==> config.mk <==
export PLATFORM = sky130hd
export DESIGN_NAME = alu_share_arbiter_flat
export DESIGN_NICKNAME = d
export VERILOG_FILES = /design/src/rtl/alu_share_arbiter_pkg.sv /design/src/rtl/alu_share_arbiter_if.sv /design/src/rtl/alu_share_arbiter_rr_arb2.sv /design/src/rtl/alu_share_arbiter.sv /design/src/flat_wrapper.sv
export SDC_FILE = /design/constraint.sdc
export NUM_CORES = 1
export LEC_CHECK = 0
export ABC_CLOCK_PERIOD_IN_PS = 2100
export CAP_MARGIN = 10
export CORE_AREA = 2 2 143 145
export CTS_CLUSTER_DIAMETER = 50
export DETAILED_ROUTE_END_ITERATION = 10
export DIE_AREA = 0 0 145 147
export GPL_ROUTABILITY_DRIVEN = 1
export PLACE_DENSITY = 0.68
export SYNTH_ARGS = -nofsm -noshare
export SYNTH_HDL_FRONTEND = slang
export SYNTH_SLANG_ARGS = --single-unit
==> constraint.sdc <==
create_clock -name clock -period 2.1 [get_ports clock]
set_input_delay 0.21 -clock clock [delete_from_list [all_inputs] [get_ports clock]]
set_output_delay 0.21 -clock clock [all_outputs]
set_load 0.02 [all_outputs]
==> src/rtl/alu_share_arbiter_pkg.sv <==
// Shared constants for the ALU-sharing arbiter slice.
// Holds the ALU opcode encodings, the opcode width and the requester tag
// width. Every file in the slice imports this package, so no file needs its
// own opcode definitions.
package alu_share_arbiter_pkg;

  localparam int OP_W  = 4;
  localparam int TAG_W = 4;

  localparam logic [OP_W-1:0] OP_ADD = 4'd0;
  localparam logic [OP_W-1:0] OP_SUB = 4'd1;
  localparam logic [OP_W-1:0] OP_AND = 4'd2;
  localparam logic [OP_W-1:0] OP_OR  = 4'd3;
  localparam logic [OP_W-1:0] OP_XOR = 4'd4;
  localparam logic [OP_W-1:0] OP_SLT = 4'd5;

endpackage

==> src/rtl/alu_share_arbiter_if.sv <==
// One requester port of the ALU-sharing arbiter.
// Request channel : req_valid/req_ready plus op, operands a/b and a tag.
// Response channel: rsp_valid/rsp_ready plus result, zero/overflow flags and
//                   the returned tag.
// Modports: master = requester side, slave = arbiter side.
interface alu_share_arbiter_if
  import alu_share_arbiter_pkg::*;
#(
  parameter int N = 32
);
  logic             req_valid;
  logic             req_ready;
  logic [OP_W-1:0]  req_op;
  logic [N-1:0]     req_a;
  logic [N-1:0]     req_b;
  logic [TAG_W-1:0] req_tag;
  logic             rsp_valid;
  logic             rsp_ready;
  logic [N-1:0]     rsp_result;
  logic             rsp_zero;
  logic             rsp_overflow;
  logic [TAG_W-1:0] rsp_tag;

  modport master (
    output req_valid, req_op, req_a, req_b, req_tag, rsp_ready,
    input  req_ready, rsp_valid, rsp_result, rsp_zero, rsp_overflow, rsp_tag
  );

  modport slave (
    input  req_valid, req_op, req_a, req_b, req_tag, rsp_ready,
    output req_ready, rsp_valid, rsp_result, rsp_zero, rsp_overflow, rsp_tag
  );
endinterface

==> src/rtl/alu_share_arbiter_rr_arb2.sv <==
// Two-way combinational arbiter.
// Ports: eligible[1:0] (candidate ports), last_grant (port that won most
// recently), fixed_prio (1 = port 0 always wins), grant[1:0] (one-hot or
// zero).
module alu_share_arbiter_rr_arb2 (
  input  logic [1:0] eligible,
  input  logic       last_grant,
  input  logic       fixed_prio,
  output logic [1:0] grant
);

  // Pick a single winner; under contention the port that did not win last
  // time goes first unless fixed priority is selected.
  always_comb begin
    grant = 2'b00;
    case (eligible)
      2'b01: grant = 2'b01;
      2'b10: grant = 2'b10;
      2'b11: begin
        if (fixed_prio || last_grant) begin
          grant = 2'b01;
        end else begin
          grant = 2'b10;
        end
      end
      default: grant = 2'b00;
    endcase
  end

endmodule

==> src/rtl/alu_share_arbiter.sv <==
// Shares one external combinational ALU between two requesters
// (port0 = pipeline EX stage, port1 = auxiliary unit).
// Ports: clock, reset (synchronous, active high); port0/port1 requester
// interfaces; alu_op/alu_a/alu_b drive the ALU and alu_out/alu_zero/
// alu_overflow come back from it in the same cycle; stall0_cnt/stall1_cnt
// count saturating cycles where a request waited.
// The result of a grant lands in the port's one-entry response register on
// the following edge, so a response is valid one cycle after acceptance.
module alu_share_arbiter
  import alu_share_arbiter_pkg::*;
#(
  parameter int N          = 32,
  parameter int FIXED_PRIO = 0,
  parameter int CNT_W      = 16
) (
  input  logic             clock,
  input  logic             reset,
  alu_share_arbiter_if.slave port0,
  alu_share_arbiter_if.slave port1,
  output logic [OP_W-1:0]  alu_op,
  output logic [N-1:0]     alu_a,
  output logic [N-1:0]     alu_b,
  input  logic [N-1:0]     alu_out,
  input  logic             alu_zero,
  input  logic             alu_overflow,
  output logic [CNT_W-1:0] stall0_cnt,
  output logic [CNT_W-1:0] stall1_cnt
);

  localparam logic [CNT_W-1:0] CNT_MAX = {CNT_W{1'b1}};
  localparam logic [CNT_W-1:0] CNT_ONE = {{(CNT_W-1){1'b0}}, 1'b1};

  logic [1:0]       req_valid;
  logic [1:0]       rsp_ready;
  logic [1:0]       eligible;
  logic [1:0]       grant;
  logic [TAG_W-1:0] req_tag [2];

  logic             last_grant;
  logic [1:0]       rsp_valid;
  logic [N-1:0]     rsp_result [2];
  logic [1:0]       rsp_zero;
  logic [1:0]       rsp_overflow;
  logic [TAG_W-1:0] rsp_tag [2];
  logic [CNT_W-1:0] stall_cnt [2];

  assign req_valid = {port1.req_valid, port0.req_valid};
  assign rsp_ready = {port1.rsp_ready, port0.rsp_ready};
  assign req_tag[0] = port0.req_tag;
  assign req_tag[1] = port1.req_tag;

  // A full slot being drained this cycle can be refilled in the same cycle.
  assign eligible = req_valid & (~rsp_valid | rsp_ready);

  alu_share_arbiter_rr_arb2 u_arb (
    .eligible   (eligible),
    .last_grant (last_grant),
    .fixed_prio (1'(FIXED_PRIO != 0)),
    .grant      (grant)
  );

  assign port0.req_ready    = grant[0];
  assign port1.req_ready    = grant[1];
  assign port0.rsp_valid    = rsp_valid[0];
  assign port1.rsp_valid    = rsp_valid[1];
  assign port0.rsp_result   = rsp_result[0];
  assign port1.rsp_result   = rsp_result[1];
  assign port0.rsp_zero     = rsp_zero[0];
  assign port1.rsp_zero     = rsp_zero[1];
  assign port0.rsp_overflow = rsp_overflow[0];
  assign port1.rsp_overflow = rsp_overflow[1];
  assign port0.rsp_tag      = rsp_tag[0];
  assign port1.rsp_tag      = rsp_tag[1];
  assign stall0_cnt         = stall_cnt[0];
  assign stall1_cnt         = stall_cnt[1];

  // Route the granted port straight to the ALU; idle drives all zeros.
  always_comb begin
    alu_op = {OP_W{1'b0}};
    alu_a  = {N{1'b0}};
    alu_b  = {N{1'b0}};
    case (grant)
      2'b01: begin
        alu_op = port0.req_op;
        alu_a  = port0.req_a;
        alu_b  = port0.req_b;
      end
      2'b10: begin
        alu_op = port1.req_op;
        alu_a  = port1.req_a;
        alu_b  = port1.req_b;
      end
      default: begin
        alu_op = {OP_W{1'b0}};
        alu_a  = {N{1'b0}};
        alu_b  = {N{1'b0}};
      end
    endcase
  end

  // Response registers, round-robin pointer and saturating stall counters.
  always_ff @(posedge clock) begin
    if (reset) begin
      last_grant   <= 1'b1;
      rsp_valid    <= 2'b00;
      rsp_zero     <= 2'b00;
      rsp_overflow <= 2'b00;
      for (int i = 0; i < 2; i++) begin
        rsp_result[i] <= {N{1'b0}};
        rsp_tag[i]    <= {TAG_W{1'b0}};
        stall_cnt[i]  <= {CNT_W{1'b0}};
      end
    end else begin
      if (grant != 2'b00) begin
        last_grant <= grant[1];
      end
      for (int i = 0; i < 2; i++) begin
        if (grant[i]) begin
          rsp_valid[i]    <= 1'b1;
          rsp_result[i]   <= alu_out;
          rsp_zero[i]     <= alu_zero;
          rsp_overflow[i] <= alu_overflow;
          rsp_tag[i]      <= req_tag[i];
        end else if (rsp_valid[i] && rsp_ready[i]) begin
          rsp_valid[i] <= 1'b0;
        end
        if (req_valid[i] && !grant[i] && (stall_cnt[i] != CNT_MAX)) begin
          stall_cnt[i] <= stall_cnt[i] + CNT_ONE;
        end
      end
    end
  end

endmodule

==> src/flat_wrapper.sv <==
// flat-port wrapper written by rule: the top's interface ports become plain ports
module alu_share_arbiter_flat import alu_share_arbiter_pkg::*;
#(
  parameter int N          = 32,
  parameter int FIXED_PRIO = 0,
  parameter int CNT_W      = 16
)
  (clock, reset, alu_op, alu_a, alu_b, alu_out, alu_zero, alu_overflow, stall0_cnt, stall1_cnt, port0_req_valid, port0_req_op, port0_req_a, port0_req_b, port0_req_tag, port0_rsp_ready, port0_req_ready, port0_rsp_valid, port0_rsp_result, port0_rsp_zero, port0_rsp_overflow, port0_rsp_tag, port1_req_valid, port1_req_op, port1_req_a, port1_req_b, port1_req_tag, port1_rsp_ready, port1_req_ready, port1_rsp_valid, port1_rsp_result, port1_rsp_zero, port1_rsp_overflow, port1_rsp_tag);
  alu_share_arbiter_if #(.N(N)) port0_i ();
  alu_share_arbiter_if #(.N(N)) port1_i ();
  input  logic clock;
  input  logic reset;
  output logic [OP_W-1:0] alu_op;
  output logic [N-1:0] alu_a;
  output logic [N-1:0] alu_b;
  input  logic [N-1:0] alu_out;
  input  logic alu_zero;
  input  logic alu_overflow;
  output logic [CNT_W-1:0] stall0_cnt;
  output logic [CNT_W-1:0] stall1_cnt;
  input wire logic [$bits(port0_i.req_valid)-1:0] port0_req_valid;
  input wire logic [$bits(port0_i.req_op)-1:0] port0_req_op;
  input wire logic [$bits(port0_i.req_a)-1:0] port0_req_a;
  input wire logic [$bits(port0_i.req_b)-1:0] port0_req_b;
  input wire logic [$bits(port0_i.req_tag)-1:0] port0_req_tag;
  input wire logic [$bits(port0_i.rsp_ready)-1:0] port0_rsp_ready;
  output wire logic [$bits(port0_i.req_ready)-1:0] port0_req_ready;
  output wire logic [$bits(port0_i.rsp_valid)-1:0] port0_rsp_valid;
  output wire logic [$bits(port0_i.rsp_result)-1:0] port0_rsp_result;
  output wire logic [$bits(port0_i.rsp_zero)-1:0] port0_rsp_zero;
  output wire logic [$bits(port0_i.rsp_overflow)-1:0] port0_rsp_overflow;
  output wire logic [$bits(port0_i.rsp_tag)-1:0] port0_rsp_tag;
  input wire logic [$bits(port1_i.req_valid)-1:0] port1_req_valid;
  input wire logic [$bits(port1_i.req_op)-1:0] port1_req_op;
  input wire logic [$bits(port1_i.req_a)-1:0] port1_req_a;
  input wire logic [$bits(port1_i.req_b)-1:0] port1_req_b;
  input wire logic [$bits(port1_i.req_tag)-1:0] port1_req_tag;
  input wire logic [$bits(port1_i.rsp_ready)-1:0] port1_rsp_ready;
  output wire logic [$bits(port1_i.req_ready)-1:0] port1_req_ready;
  output wire logic [$bits(port1_i.rsp_valid)-1:0] port1_rsp_valid;
  output wire logic [$bits(port1_i.rsp_result)-1:0] port1_rsp_result;
  output wire logic [$bits(port1_i.rsp_zero)-1:0] port1_rsp_zero;
  output wire logic [$bits(port1_i.rsp_overflow)-1:0] port1_rsp_overflow;
  output wire logic [$bits(port1_i.rsp_tag)-1:0] port1_rsp_tag;
  assign port0_i.req_valid = port0_req_valid;
  assign port0_i.req_op = port0_req_op;
  assign port0_i.req_a = port0_req_a;
  assign port0_i.req_b = port0_req_b;
  assign port0_i.req_tag = port0_req_tag;
  assign port0_i.rsp_ready = port0_rsp_ready;
  assign port0_req_ready = port0_i.req_ready;
  assign port0_rsp_valid = port0_i.rsp_valid;
  assign port0_rsp_result = port0_i.rsp_result;
  assign port0_rsp_zero = port0_i.rsp_zero;
  assign port0_rsp_overflow = port0_i.rsp_overflow;
  assign port0_rsp_tag = port0_i.rsp_tag;
  assign port1_i.req_valid = port1_req_valid;
  assign port1_i.req_op = port1_req_op;
  assign port1_i.req_a = port1_req_a;
  assign port1_i.req_b = port1_req_b;
  assign port1_i.req_tag = port1_req_tag;
  assign port1_i.rsp_ready = port1_rsp_ready;
  assign port1_req_ready = port1_i.req_ready;
  assign port1_rsp_valid = port1_i.rsp_valid;
  assign port1_rsp_result = port1_i.rsp_result;
  assign port1_rsp_zero = port1_i.rsp_zero;
  assign port1_rsp_overflow = port1_i.rsp_overflow;
  assign port1_rsp_tag = port1_i.rsp_tag;
  alu_share_arbiter #(.N(N), .FIXED_PRIO(FIXED_PRIO), .CNT_W(CNT_W)) u_core (.clock(clock), .reset(reset), .port0(port0_i), .port1(port1_i), .alu_op(alu_op), .alu_a(alu_a), .alu_b(alu_b), .alu_out(alu_out), .alu_zero(alu_zero), .alu_overflow(alu_overflow), .stall0_cnt(stall0_cnt), .stall1_cnt(stall1_cnt));
endmodule
Word level (Yosys, flattened, before mapping)
Memory sizes are Yosys's and may differ from the RTL's. Cells that the tools add are included.

Input bits: 184. Flip-flop bits (word level): 7. RAM bits: 104. Memories: 3.

Memories: u_core.rsp_result (depth 2, bits a word 32, rd ports 2, clocked after memory_dff 0, write ports 2, RTL line alu_share_arbiter.sv:41) `logic [N-1:0] rsp_result [2];`; u_core.stall_cnt (depth 2, bits a word 16, rd ports 2, clocked after memory_dff 0, write ports 2, RTL line alu_share_arbiter.sv:45) `logic [CNT_W-1:0] stall_cnt [2];`; u_core.rsp_tag (depth 2, bits a word 4, rd ports 2, clocked after memory_dff 0, write ports 2, RTL line alu_share_arbiter.sv:44) `logic [TAG_W-1:0] rsp_tag [2];`.

Bitwise gates (word level): 9. $add $sub $neg: 2. Muxes and demuxes: 29. Reduce and logical (&&, ||, !) cells: 11. Equal/unequal tests: 7.

Operator list (number): $pmux W32 S2 (2); $mux W32 (2); $add A16 B1 Y16 const B (2); $mux W16 (2); $ne A16 B16 Y1 const B (2); $mux W1 (18); $mux W4 (2); $pmux W4 S2 (1); $eq A2 B2 Y1 const B (3); $logic_and A1 B1 Y1 (6); $or A1 B1 Y1 (6); $pmux W2 S3 (1); $reduce_bool A2 Y1 (3); $eq A2 B1 Y1 const B (2); $and A2 B2 Y2 (1); $logic_not A1 Y1 (2); $mux W2 (1); $not A2 Y2 (1); $or A2 B2 Y2 (1).

Depth between registers and ports, before layout
Gate-level depths: netlist (run 1).

Depth in word-level cells: 12. Gate-level depth with buffers: 9.

Cells and area by module
From an unflattened synthesis (run 1), not the netlist that was laid out.

Cell total of the unflattened synthesis: 478. Area total of the unflattened synthesis: 5631.7 µm².

Modules (own cells, without submodules): alu_share_arbiter (times used 1, cells each 474, area an instance 5609.1 µm², sequential area each 3263.1 µm²); alu_share_arbiter_rr_arb2 (times used 1, cells each 4, area an instance 22.5 µm², sequential area each 0.0 µm²).

Worst setup path before layout (run 1)
No wires, ideal clock.

Path type: reg2out. Start: register u_core.rsp_valid[0]. End: output alu_a[17]. Arrival: 2.478 ns. Path buffers: 3. Data required time: 1.890 ns. Path slack: -0.588 ns. Cell stages (with the launch flop): 10. Cell sequence: dfxtp_1 -> nor2b_1 -> o211ai_1 -> inv_1 -> ha_1 -> clkbuf_1 -> clkbuf_1 -> buf_1 -> a22oi_1 -> nor2b_1.

Cells in the longest elaborated chain, start to end: 7.

Ends and longest elaborated chain: from (decl) (RTL line alu_share_arbiter.sv:40) `logic [1:0] rsp_valid;`; from (signal assigned) (RTL line alu_share_arbiter.sv:105) `rsp_valid <= 2'b00;`; from (signal, indexed assignment) (RTL line alu_share_arbiter.sv:119) `rsp_valid[i] <= 1'b1;`; from (signal, indexed assignment) (RTL line alu_share_arbiter.sv:125) `rsp_valid[i] <= 1'b0;`; $not A2 Y2 (*) (RTL line alu_share_arbiter.sv:53) `assign eligible = req_valid & (~rsp_valid | rsp_ready);`; $or A2 B2 Y2 (*) (RTL line alu_share_arbiter.sv:53); $and A2 B2 Y2 (*) (RTL line alu_share_arbiter.sv:53); $eq A2 B2 Y1 or $eq A2 B1 Y1 (tied branches) (RTL line alu_share_arbiter_rr_arb2.sv:16) `case (eligible)`; $pmux W2 S3 (*) (RTL line alu_share_arbiter_rr_arb2.sv:16); named net port1_req_ready (RTL line flat_wrapper.sv:39) `output wire logic [$bits(port1_i.req_ready)-1:0] port1_req_ready;`; $eq A2 B2 Y1 or $eq A2 B1 Y1 (tied branches) (RTL line alu_share_arbiter.sv:82) `case (grant)`; $pmux W32 S2 (*) (RTL line alu_share_arbiter.sv:82); to (decl) (RTL line flat_wrapper.sv:14) `output logic [N-1:0] alu_a;`.

Mark *: on every way through the listed nets, which the timed path passes. The rest lies on a longest branch.

Final worst setup path (run 1)
Start: register u_core.rsp_valid[0]. End: output alu_b[4].

Cells in the longest elaborated chain, start to end: 7.

Ends and longest elaborated chain: $not A2 Y2 (*) (RTL line alu_share_arbiter.sv:53); $or A2 B2 Y2 (*) (RTL line alu_share_arbiter.sv:53); $and A2 B2 Y2 (*) (RTL line alu_share_arbiter.sv:53); $eq A2 B2 Y1 or $eq A2 B1 Y1 (tied branches) (RTL line alu_share_arbiter_rr_arb2.sv:16); $pmux W2 S3 (*) (RTL line alu_share_arbiter_rr_arb2.sv:16); $eq A2 B2 Y1 or $eq A2 B1 Y1 (tied branches) (RTL line alu_share_arbiter.sv:82); $pmux W32 S2 (*) (RTL line alu_share_arbiter.sv:82); to (decl) (RTL line flat_wrapper.sv:15) `output logic [N-1:0] alu_b;`.

Mark *: on every way between the ends. The rest lies on a longest branch, timed or not.

==> impl_results.md, run 1 <==
- CTS tree: built
- Synth Flop Type: edfxtp_1
- DRC viols: 0
- Max-slew headroom: 0.6768
- Critical path depth in cells: 9
- Clock net sink count: 111
- IO Count: 364
- Hold depth: 1
- Critical path endpoint category: primary output
- Final hold viol count: 0
- CP cell instances: nor2b_4, o211ai_1, buf_4, buf_6, ha_4, buf_6, a22oi_2, nor2b_2, buf_2
- Worst min path class: flop to flop
- Pin count of the biggest net entering global routing: 41
- Die area: 21,320 um2
- Core area: roughly 20,000 um2
- Seq/Total Area, Yosys: 0.5760
- DRT antenna net count: 0
- Reg2Reg Depth: 6
- Synth top area share: 0.5512
- Worst Path Required: between 1500 and 2000 ps
- Min cycle time layout: 2299 ps
- Final slew viol count: 0
- Area occupied by multi-input gates: 2988 um2
- Inserted Clock Buffers: 9
- Total Wirelength: 21,020 um
- Syn Area/Cell: 11.93 um2
- H-tree depth: 3
- Startpoint Class: flop
- Crit path top cell by count: buf_6
- Synthesized flop and latch total: between 100 and 150
- Post-Route Utilization: 0.5802
- Layout cells sized above 1: 0.3531
- Fill cell count: 1,605
- Worst path bufs/invs: 4
- Crit Path Max Fanout: 11
- Violated checks: setup timing
- Clock Tree Root: clkbuf_16
- Mapped Area: 5665 um2
- Worst Path Arrival: 2090 ps
- Pwr dens: 629.4 nW/um2
- GRT busiest layer: met2
- Port bufs: 363
- Synth unique cells: 41
- DP HPWL: 16,310 um
- Via Count: 5,419
- Ys async rst share: 0
- Met3 global-route usage: 0.04503
- CTS clk-pin slew, worst paths: ~70 ps
- Max Cap Violations: 0
- Most common cell in the netlist: edfxtp_1
- Area Growth Syn to Fin: 103.2%
- Number of global-route vias before repair: between 5,000 and 6,000
- All-Layer GR Usage: 0.1860
- Ys Warns: 0
- CP peak stage delay: 350 ps
- Global-route wire length before repair: 30,930 um
- Kind of critical path: flop to primary output
- Pwr Total: 7.247 mW
- GRT met1 Usage: 0.2170
- Actual slew at the worst max-slew pin: 479.7 ps
- Starting Density: 0.2855
- DR WL/cell: roughly 18 um
- Synth Instances: 475
- First-pass iteration count of the detailed router: 4
- Die Ht: 147 um
- Pre-CTS setup slack: -661.0 ps
- GPL Wtd Cong: between 0.8 and 0.9
- Post-DR vias/cell: between 4 and 5
- Iter 0 DRT Violations: 148
- Top post-synthesis cells by area: edfxtp_1, a22oi_1, nor2b_1
- GRT overflow: 0
- Maximum vdd drop: 0.0003548 V
- Hold buffers post-CTS: 0
- Met2 Resource Use GR: 0.3314
- Setup ws final: -199.2 ps
- Initial antenna violation count: 1
- Yosys top cell by area: edfxtp_1
- Leakage: 4.198 nW
- Achievable clock frequency: about 430 MHz
- Die W: between 100 and 150 um
- CP top delay family: buffers and inverters
- Syn Nets: approximately 660
- RSZ-0062 raised after global routing: true
- Number of synthesized flops with an enable pin: 104
- Outcome: complete, but fails checks
- Worst path slowest cell: dfxtp_4
- Final Cycle Share: 1.095
- Clock skew: 12.69 ps
- Commonest cells in the netlist: edfxtp_1, nor2b_1, a22oi_1
- CTS max path bufs: 2
- Insertion delay to the later sink of the worst-skew pair: between 300 and 400 ps
- Row Count: 52
- Final setup vio count: 68
- Final-stage net count: around 1,100
- Sequential cell area: roughly 3300 um2
flip-flops by register name, summed over array words and instances (netlist names):
| name | cells |
|---|---|
| u_core.rsp_valid | 2 |
| u_core.rsp_zero | 2 |
| u_core.rsp_overflow | 2 |
| u_core.rsp_result | 64 |
| u_core.last_grant | 1 |
| u_core.rsp_tag | 8 |
| u_core.stall_cnt | 32 |
layout by cell type (no fill, tap or decap), types with 9 or more instances in the layout:
cell,n
buf_12,16
nand3_1,10
a22oi_2,68
clkbuf_16,13
a21oi_1,30
nand2_1,9
clkdlybuf4s50_1,292
buf_4,48
nor2_1,9
buf_6,69
nor2b_2,26
nor2b_4,43
and2_1,40
xnor2_1,21
edfxtp_1,104
kinds of logic after synthesis:
family,count (synthesis),share of synthesized area
AO/OA/AOI/OAI,110,0.1332
XOR/XNOR,27,0.04174
adder cells (fa/ha/maj),5,0.01104
buffers and inverters,41,0.03622
flip-flops,111,0.5760
multiplexers,4,0.007067
AND/OR/NAND/NOR,177,0.1948
metal layers:
layer	share of wire	up-vias
li1	-	2598
met1	0.39	2534
met2	0.51	249
met3	0.071	38
met4	0.029	0
met5	0	-
worst register-to-register path, delay by kind of cell (launching register included):
| kind | cells | cell delay, ps |
|---|---|---|
| buffers and inverters | 1 | 200 |
| flip-flops | 1 | 360 |
| AO/OA/AOI/OAI | 1 | 100 |
| adder cells (fa/ha/maj) | 1 | 200 |
| AND/OR/NAND/NOR | 3 | 870 |
layout make-up:
cell class | count | share of cell area
multi-input cells | 323 | 0.2595
inverters | 6 | 0.002173
flip-flops and latches | 111 | 0.2840
well taps | 270 | 0.02934
clock buffers | 9 | 0.01956
diodes | 1 | 0.0002173
clock inverters | 7 | 0.007281
repair buffers | 436 | 0.3980
where the power goes:
group | switching (mW) | leakage [nW] | internal [mW]
Combinational | 1.24 | 2.88 | 1.56
Sequential | 0.0816 | 1.17 | 2.64
Clock | 0.866 | 0.150 | 0.854
per-stage QoR:
stage               hold slack, ps  cells  TNS [ps]  instance area [um2]
floorplan                    308.6    475    -15720                 6307
finish                       466.6   1163    -10390                11510
global placement             464.7   1134    -41680                10650
CTS                          472.5   1156    -13360                11200
detailed placement           475.0   1134    -42130                10650
global route                 496.5   1163    -16870                11510
worst paths after layout:
check                                             from                      end  slack (ps)
worst max-delay path               u_core.rsp_valid[0]                 alu_b[4]        -200
worst max register to register  u_core.stall_cnt[0][1]  u_core.stall_cnt[0][29]         120
worst min-delay path                 u_core.last_grant        u_core.last_grant         470
worst min register to register       u_core.last_grant        u_core.last_grant         470
what timing repair did:
item,4_1_cts,5_1_grt
pin swaps,24,15
setup endpoints to repair,70,70
setup buffers,4,2
resized for setup,415,47
gates cloned,2,5
(Power assumes the default switching activity.)
==> run 2, diff against run 1 <==
--- a/config.mk
+++ b/config.mk
@@ -7,12 +7,14 @@
 export LEC_CHECK = 0
 export ABC_CLOCK_PERIOD_IN_PS = 2100
 export CAP_MARGIN = 10
-export CORE_AREA = 2 2 143 145
+export CORE_AREA = 2 2 141 143
 export CTS_CLUSTER_DIAMETER = 50
+export CTS_CLUSTER_SIZE = 30
 export DETAILED_ROUTE_END_ITERATION = 10
-export DIE_AREA = 0 0 145 147
+export DIE_AREA = 0 0 143 145
+export DONT_BUFFER_PORTS = 1
 export GPL_ROUTABILITY_DRIVEN = 1
-export PLACE_DENSITY = 0.68
+export PLACE_DENSITY = 0.53
 export SYNTH_ARGS = -nofsm -noshare
 export SYNTH_HDL_FRONTEND = slang
 export SYNTH_SLANG_ARGS = --single-unit
==> run 2 against run 1 <==
Compared with the run above: the run still ends with setup timing left; final cell count decreased by 30%; setup slack got worse by 10 ps; first-iteration DRC count increased by 37%; sequential cell count unchanged; global-route usage decreased by 0.35 points; clock-buffer cell count unchanged; critical endpoint is now alu_op[2].
==> impl_results.md, run 2 (same netlist as run 1, synthesis figures left out) <==
- Final-stage net count: between 700 and 800
- Hold WS: 54.71 ps
- Commonest non-fill, non-tap cell in the layout: edfxtp_1
- Die W: 143 um
- Critical path depth in cells: 8
- Outcome: complete, but fails checks
- Final slew viol count: 0
- DR WL/cell: 24.46 um
- Worst path slowest cell: dfxtp_4
- DRT antenna net count: 0
- DRC viols: 0
- Violated checks: setup timing
- CTS tree: built
- CTS clk-pin slew, worst paths: 70 ps
- Total negative setup slack: -8707 ps
- Critical Path End: alu_op[2]
- Initial antenna violation count: 2
- Clock Tree Root: clkbuf_16
- Startpoint Class: flop
- Maximum vdd drop: ~0.00032 V
- Reg2reg start: u_core.stall_cnt[0][0]
- Area Growth Syn to Fin: 41.72%
- Reg2Reg Depth: 6
- Core area: 19,210 um2
- Port bufs: 0
- Final instance area: 8029 um2
- Clock skew: 6.938 ps
- Final setup vio count: 68
- Placed insts: 763
- Worst reg2reg setup slack: 130 ps
- Total Wirelength: ~20,000 um
- Pre-CTS setup slack: 143.4 ps
- Critical path endpoint category: primary output
- Biggest register: u_core.rsp_result
- Clock net sink count: 111
- Final hold viol count: 0
- H-tree depth: 3
- Max-slew headroom: 0.6399
- Worst Path Arrival: 2100 ps
- Max Cap Violations: 0
- Actual slew at the worst max-slew pin: 534.6 ps
- Post-DR vias/cell: 5.300
- Worst min path class: primary input to flop
- RSZ-0062 raised after global routing: true
- Die Ht: approximately 150 um
- Min cycle time layout: 2310 ps
- DP HPWL: roughly 15,000 um
- IO Count: 364
- GRT overflow: 0
- CTS max path bufs: 2
- Kind of critical path: flop to primary output
- CP peak stage delay: 340 ps
- Worst path bufs/invs: 3
- Post-route insts no fill: 809
- Final Cycle Share: 1.100
- Layout cells sized above 1: 0.4815
- Pin count of the biggest net entering global routing: 41
- Worst setup startpoint: u_core.rsp_valid[0]
- Achievable clock frequency: 433.0 MHz
- CP top delay family: compound AO/OA/AOI/OAI gates
- Die area: 20,740 um2
- Area post-placement: 6934 um2
- Iter 0 DRT Violations: 203
- Worst Path Required: between 1500 and 2000 ps
- Starting Density: 0.2950
- Max FFs per register: 64
- GPL Wtd Cong: 0.8475
- CP cell instances: nor2b_4, o211ai_1, clkbuf_16, inv_8, ha_4, buf_12, a22oi_2, nor2b_4
- Post-Route Utilization: 0.4180
- All-Layer GR Usage: 0.1826
- First-pass iteration count of the detailed router: 4
- Insertion delay to the later sink of the worst-skew pair: 350 ps
- Crit path top cell by count: nor2b_4
- Pwr Total: 6.328 mW
- Most frequent cells in the layout: edfxtp_1, nor2b_4, a22oi_2
- Crit Path Max Fanout: 23
- Via Count: around 4,300
- Inserted Clock Buffers: 9
- Global-route wire length before repair: 28,190 um
- Row Count: 51
- Leakage: between 2 and 3 nW
- Reg-to-Reg End: u_core.stall_cnt[0][1]
- Biggest registers after layout: u_core.rsp_result: 64 flops, u_core.stall_cnt: 32 flops, u_core.rsp_tag: 8 flops
- Number of global-route vias before repair: 4,429
- Pwr dens: 788.2 nW/um2
- Setup ws final: -209.5 ps
[run 2: cell types whose count changed in the layout (fill, tap and decap cells not counted), moves of 4 or more]
cell and delta:
buf_6 -64, buf_4 +7, clkdlybuf4s50_1 -292, buf_12 -4, nor2b_4 +26, nor2b_2 -25
[run 2: per-layer routing]
layer  share of wire  GRT usage
met5               0          0
met4           0.046    0.09208
met3           0.073    0.04785
met2            0.53     0.3301
met1            0.35     0.1924
[run 2: worst min path at each step]
stage / from / endpoint / slack [ps] / cells after the start
after floorplan: reset / u_core.last_grant / 310 / 1
after global placement: reset / u_core.rsp_valid[0] / 270 / 1
after detailed placement: reset / u_core.rsp_valid[0] / 280 / 1
after CTS: port0_req_tag[2] / u_core.rsp_tag[0][2] / 40 / 1
after global routing: port1_req_tag[1] / u_core.rsp_tag[0][5] / 50 / 1
final: port0_req_tag[2] / u_core.rsp_tag[0][2] / 50 / 1
[run 2: layout make-up]
type                            count  area [um2]
Antenna cell                        2       5.005
Multi-Input combinational cell    323        3139
Sequential cell                   111        3271
Clock inverter                      7       65.06
Clock buffer                        9       225.2
Fill cell                        1755       11180
Timing Repair Buffer               86       959.7
Tap cell                          265       331.6
Inverter                            6       32.53
[run 2: repair_timing]
action,CTS,global route
gates cloned,7,3
endpoints found under the setup margin,68,68
hold buffers,3,0
pin swaps,4,32
setup buffers,12,8
endpoints found under the hold margin,7,0
gates resized for setup,83,20
[run 2: power breakdown]
group / switching [mW] / internal (mW) / total (mW)
clock: 0.821 / 0.835 / 1.66
sequential: 0.272 / 2.66 / 2.93
combinational: 0.913 / 0.831 / 1.74
total: 2.01 / 4.32 / 6.33
[run 2: worst register-to-register path: stages, from the launching register on]
cell      delay [ps]
edfxtp_1         360
ha_1             210
nand3_2           90
or4_1            560
nand4b_2         150
buf_4            240
a21boi_0         120
==> run 3, diff against run 2 <==
--- a/config.mk
+++ b/config.mk
@@ -7,14 +7,14 @@
 export LEC_CHECK = 0
 export ABC_CLOCK_PERIOD_IN_PS = 2100
 export CAP_MARGIN = 10
-export CORE_AREA = 2 2 141 143
+export CORE_AREA = 4 4 139 141
 export CTS_CLUSTER_DIAMETER = 50
 export CTS_CLUSTER_SIZE = 30
 export DETAILED_ROUTE_END_ITERATION = 10
 export DIE_AREA = 0 0 143 145
 export DONT_BUFFER_PORTS = 1
 export GPL_ROUTABILITY_DRIVEN = 1
-export PLACE_DENSITY = 0.53
+export PLACE_DENSITY = 0.55
 export SYNTH_ARGS = -nofsm -noshare
 export SYNTH_HDL_FRONTEND = slang
 export SYNTH_SLANG_ARGS = --single-unit
==> run 3 against run 2 <==
Compared with the run above: the run still ends with setup timing left; total power shrank 0.32%; setup slack gained 3.0 ps; non-clock buffer count shrank 1; die area is the same; critical path type unchanged; critical endpoint unchanged.
==> impl_results.md, run 3 (same netlist as run 1, synthesis figures left out) <==
- Total Wirelength: a little over 20,000 um
- Pre-CTS setup slack: between 60 and 70 ps
- Port bufs: 0
- Row Count: 49
- Initial antenna violation count: 1
- Worst Path Required: approximately 1900 ps
- Min cycle time layout: 2307 ps
- H-tree depth: 3
- Most frequent cells in the layout: edfxtp_1, a22oi_2, buf_4
- DR WL/cell: about 27 um
- Commonest non-fill, non-tap cell in the layout: edfxtp_1
- Worst Path Arrival: 2100 ps
- RSZ-0062 raised after global routing: true
- Final slew viol count: 0
- Leakage: around 2.7 nW
- Clock Tree Root: clkbuf_16
- Pwr dens: 807.8 nW/um2
- First-pass iteration count of the detailed router: 4
- Top routing layer in use: met5
- Die area: 20,740 um2
- Final hold viol count: 0
- Max FFs per register: 64
- Hold WS: 14.62 ps
- Sequential cell area: 3269 um2
- Insertion delay to the later sink of the worst-skew pair: 350 ps
- Pin count of the biggest net entering global routing: 69
- Via Count: about 4,200
- Global-route wire length before repair: 28,580 um
- Iter 0 DRT Violations: ~200
- Part of the power in registers: 0.466
- CTS max path bufs: 2
- IO Count: roughly 360
- Outcome: complete, but fails checks
- Area Growth Syn to Fin: 37.83%
- Setup ws final: -206.6 ps
- Post-Route Utilization: 0.4347
- Clock net sink count: 111
- Critical path endpoint category: primary output
- Starting Density: 0.3154
- Metal-1 WL: 7589 um
- Core area: approximately 18,000 um2
- Worst min path class: primary input to flop
- Final setup vio count: 68
- Startpoint Class: flop
- Sw Ratio: 0.3136
- Clock skew: approximately 13 ps
- Placed insts: 734
- GPL Wtd Cong: 0.8908
- All-Layer GR Usage: 0.1826
- Crit Path Max Fanout: 7
- DP HPWL: 15,750 um
- Combinational group share of total power: 0.253
- Final Cycle Share: 1.098
- Post-DR vias/cell: around 5.5
- DR WL met2: around 11,000 um
- Inserted Clock Buffers: 9
- Max-slew headroom: 0.7273
- Fill cell count: 1,620
- DRT antenna net count: 0
- Biggest register: u_core.rsp_result
- CTS clk-pin slew, worst paths: 80 ps
- Max Cap Violations: 0
- CTS tree: built
- Clock share of power: 0.282
- Violated checks: setup timing
- WL met3: ~1700 um
- Area occupied by multi-input gates: 3029 um2
- Die W: ~140 um
- Final-stage net count: 725
- GRT overflow: 0
- Internal power: 4.330 mW
- Post-route insts no fill: 770
- Switch Pwr: between 1.5 and 2 mW
- N_diodes: 0
- Layout cells sized above 1: 0.4750
- Die Ht: 145 um
- Maximum vdd drop: 0.0004565 V
- Number of global-route vias before repair: 4,217
- Achievable clock frequency: around 430 MHz
- Actual slew at the worst max-slew pin: a little over 400 ps
- Biggest registers after layout: u_core.rsp_result: 64 flops, u_core.stall_cnt: 32 flops, u_core.rsp_tag: 8 flops
- Kind of critical path: flop to primary output
- Total negative setup slack: -9590 ps
- DRC viols: 0
==> run 3: changes by cell type in the layout (fill, tap and decap cells not counted), moves of 2 or more <==
cell	before	now
dlygate4sd3_1	3	1
buf_4	55	60
nand2b_1	0	2
dfxtp_2	0	2
a22oi_1	1	5
buf_6	5	9
diode_2	2	0
nor2b_4	69	56
buf_12	12	7
a22oi_2	69	65
inv_8	3	1
buf_16	2	0
nor2b_2	1	14
nand2b_4	3	1
==> run 3: metal layers <==
layer / vias up / global-route usage
li1: 1894 / -
met1: 2065 / 0.2129
met2: 247 / 0.3221
met3: 32 / 0.05232
met4: 2 / 0.05608
met5: - / 0
==> run 3: final cells by class <==
type	count	area share
Inverter	6	0.003525
Timing Repair Buffer	85	0.1126
Clock inverter	7	0.01170
Sequential cell	111	0.4187
Multi-Input combinational cell	323	0.3879
Tap cell	229	0.03669
Clock buffer	9	0.02884
==> run 3: through the flow <==
step / instance area, um2 / total power, mW
final: 7809 / 6.308
after global routing: 7809 / 6.543
after CTS: 7476 / 6.178
after detailed placement: 6942 / 4.316
after global placement: 6942 / 4.290
after floorplan: 6307 / 3.960
==> run 3: repair_timing <==
action,4_1_cts,5_1_grt
hold buffers,1,0
buffers inserted,9,7
endpoints found under the setup margin,68,69
endpoints found under the hold margin,7,0
gates resized for setup,18,53
pin swaps,10,14
cloned,2,4
==> run 3: final timing paths <==
path | depth (start not counted) | endpoint | startpoint | slack (ps)
hold / removal | 2 | u_core.rsp_overflow[1] | alu_overflow | 10
hold reg to reg | 1 | u_core.last_grant | u_core.last_grant | 480
setup reg to reg | 6 | u_core.stall_cnt[0][1] | u_core.stall_cnt[0][0] | 80
setup / recovery | 9 | alu_op[2] | u_core.rsp_valid[0] | -210
==> run 3: power by group through the flow <==
| stage | Sequential [mW] | Combinational (mW) | Clock, mW |
|---|---|---|---|
| finish | 2.94 | 1.60 | 1.78 |
| global route | 2.96 | 1.68 | 1.90 |
| CTS | 2.94 | 1.42 | 1.82 |
| detailed placement | 2.99 | 1.32 | 0 |
| global placement | 2.98 | 1.31 | 0 |
| floorplan | 3.04 | 0.916 | 0 |
==> run 3: worst max-delay path, stage by stage, from the launching register on <==
cell and delay (ps):
dfxtp_4 350, nor2b_4 120, o211ai_1 180, buf_4 190, inv_4 50, ha_4 190, buf_6 150, buf_8 140
a22oi_2 280, nor2b_4 100
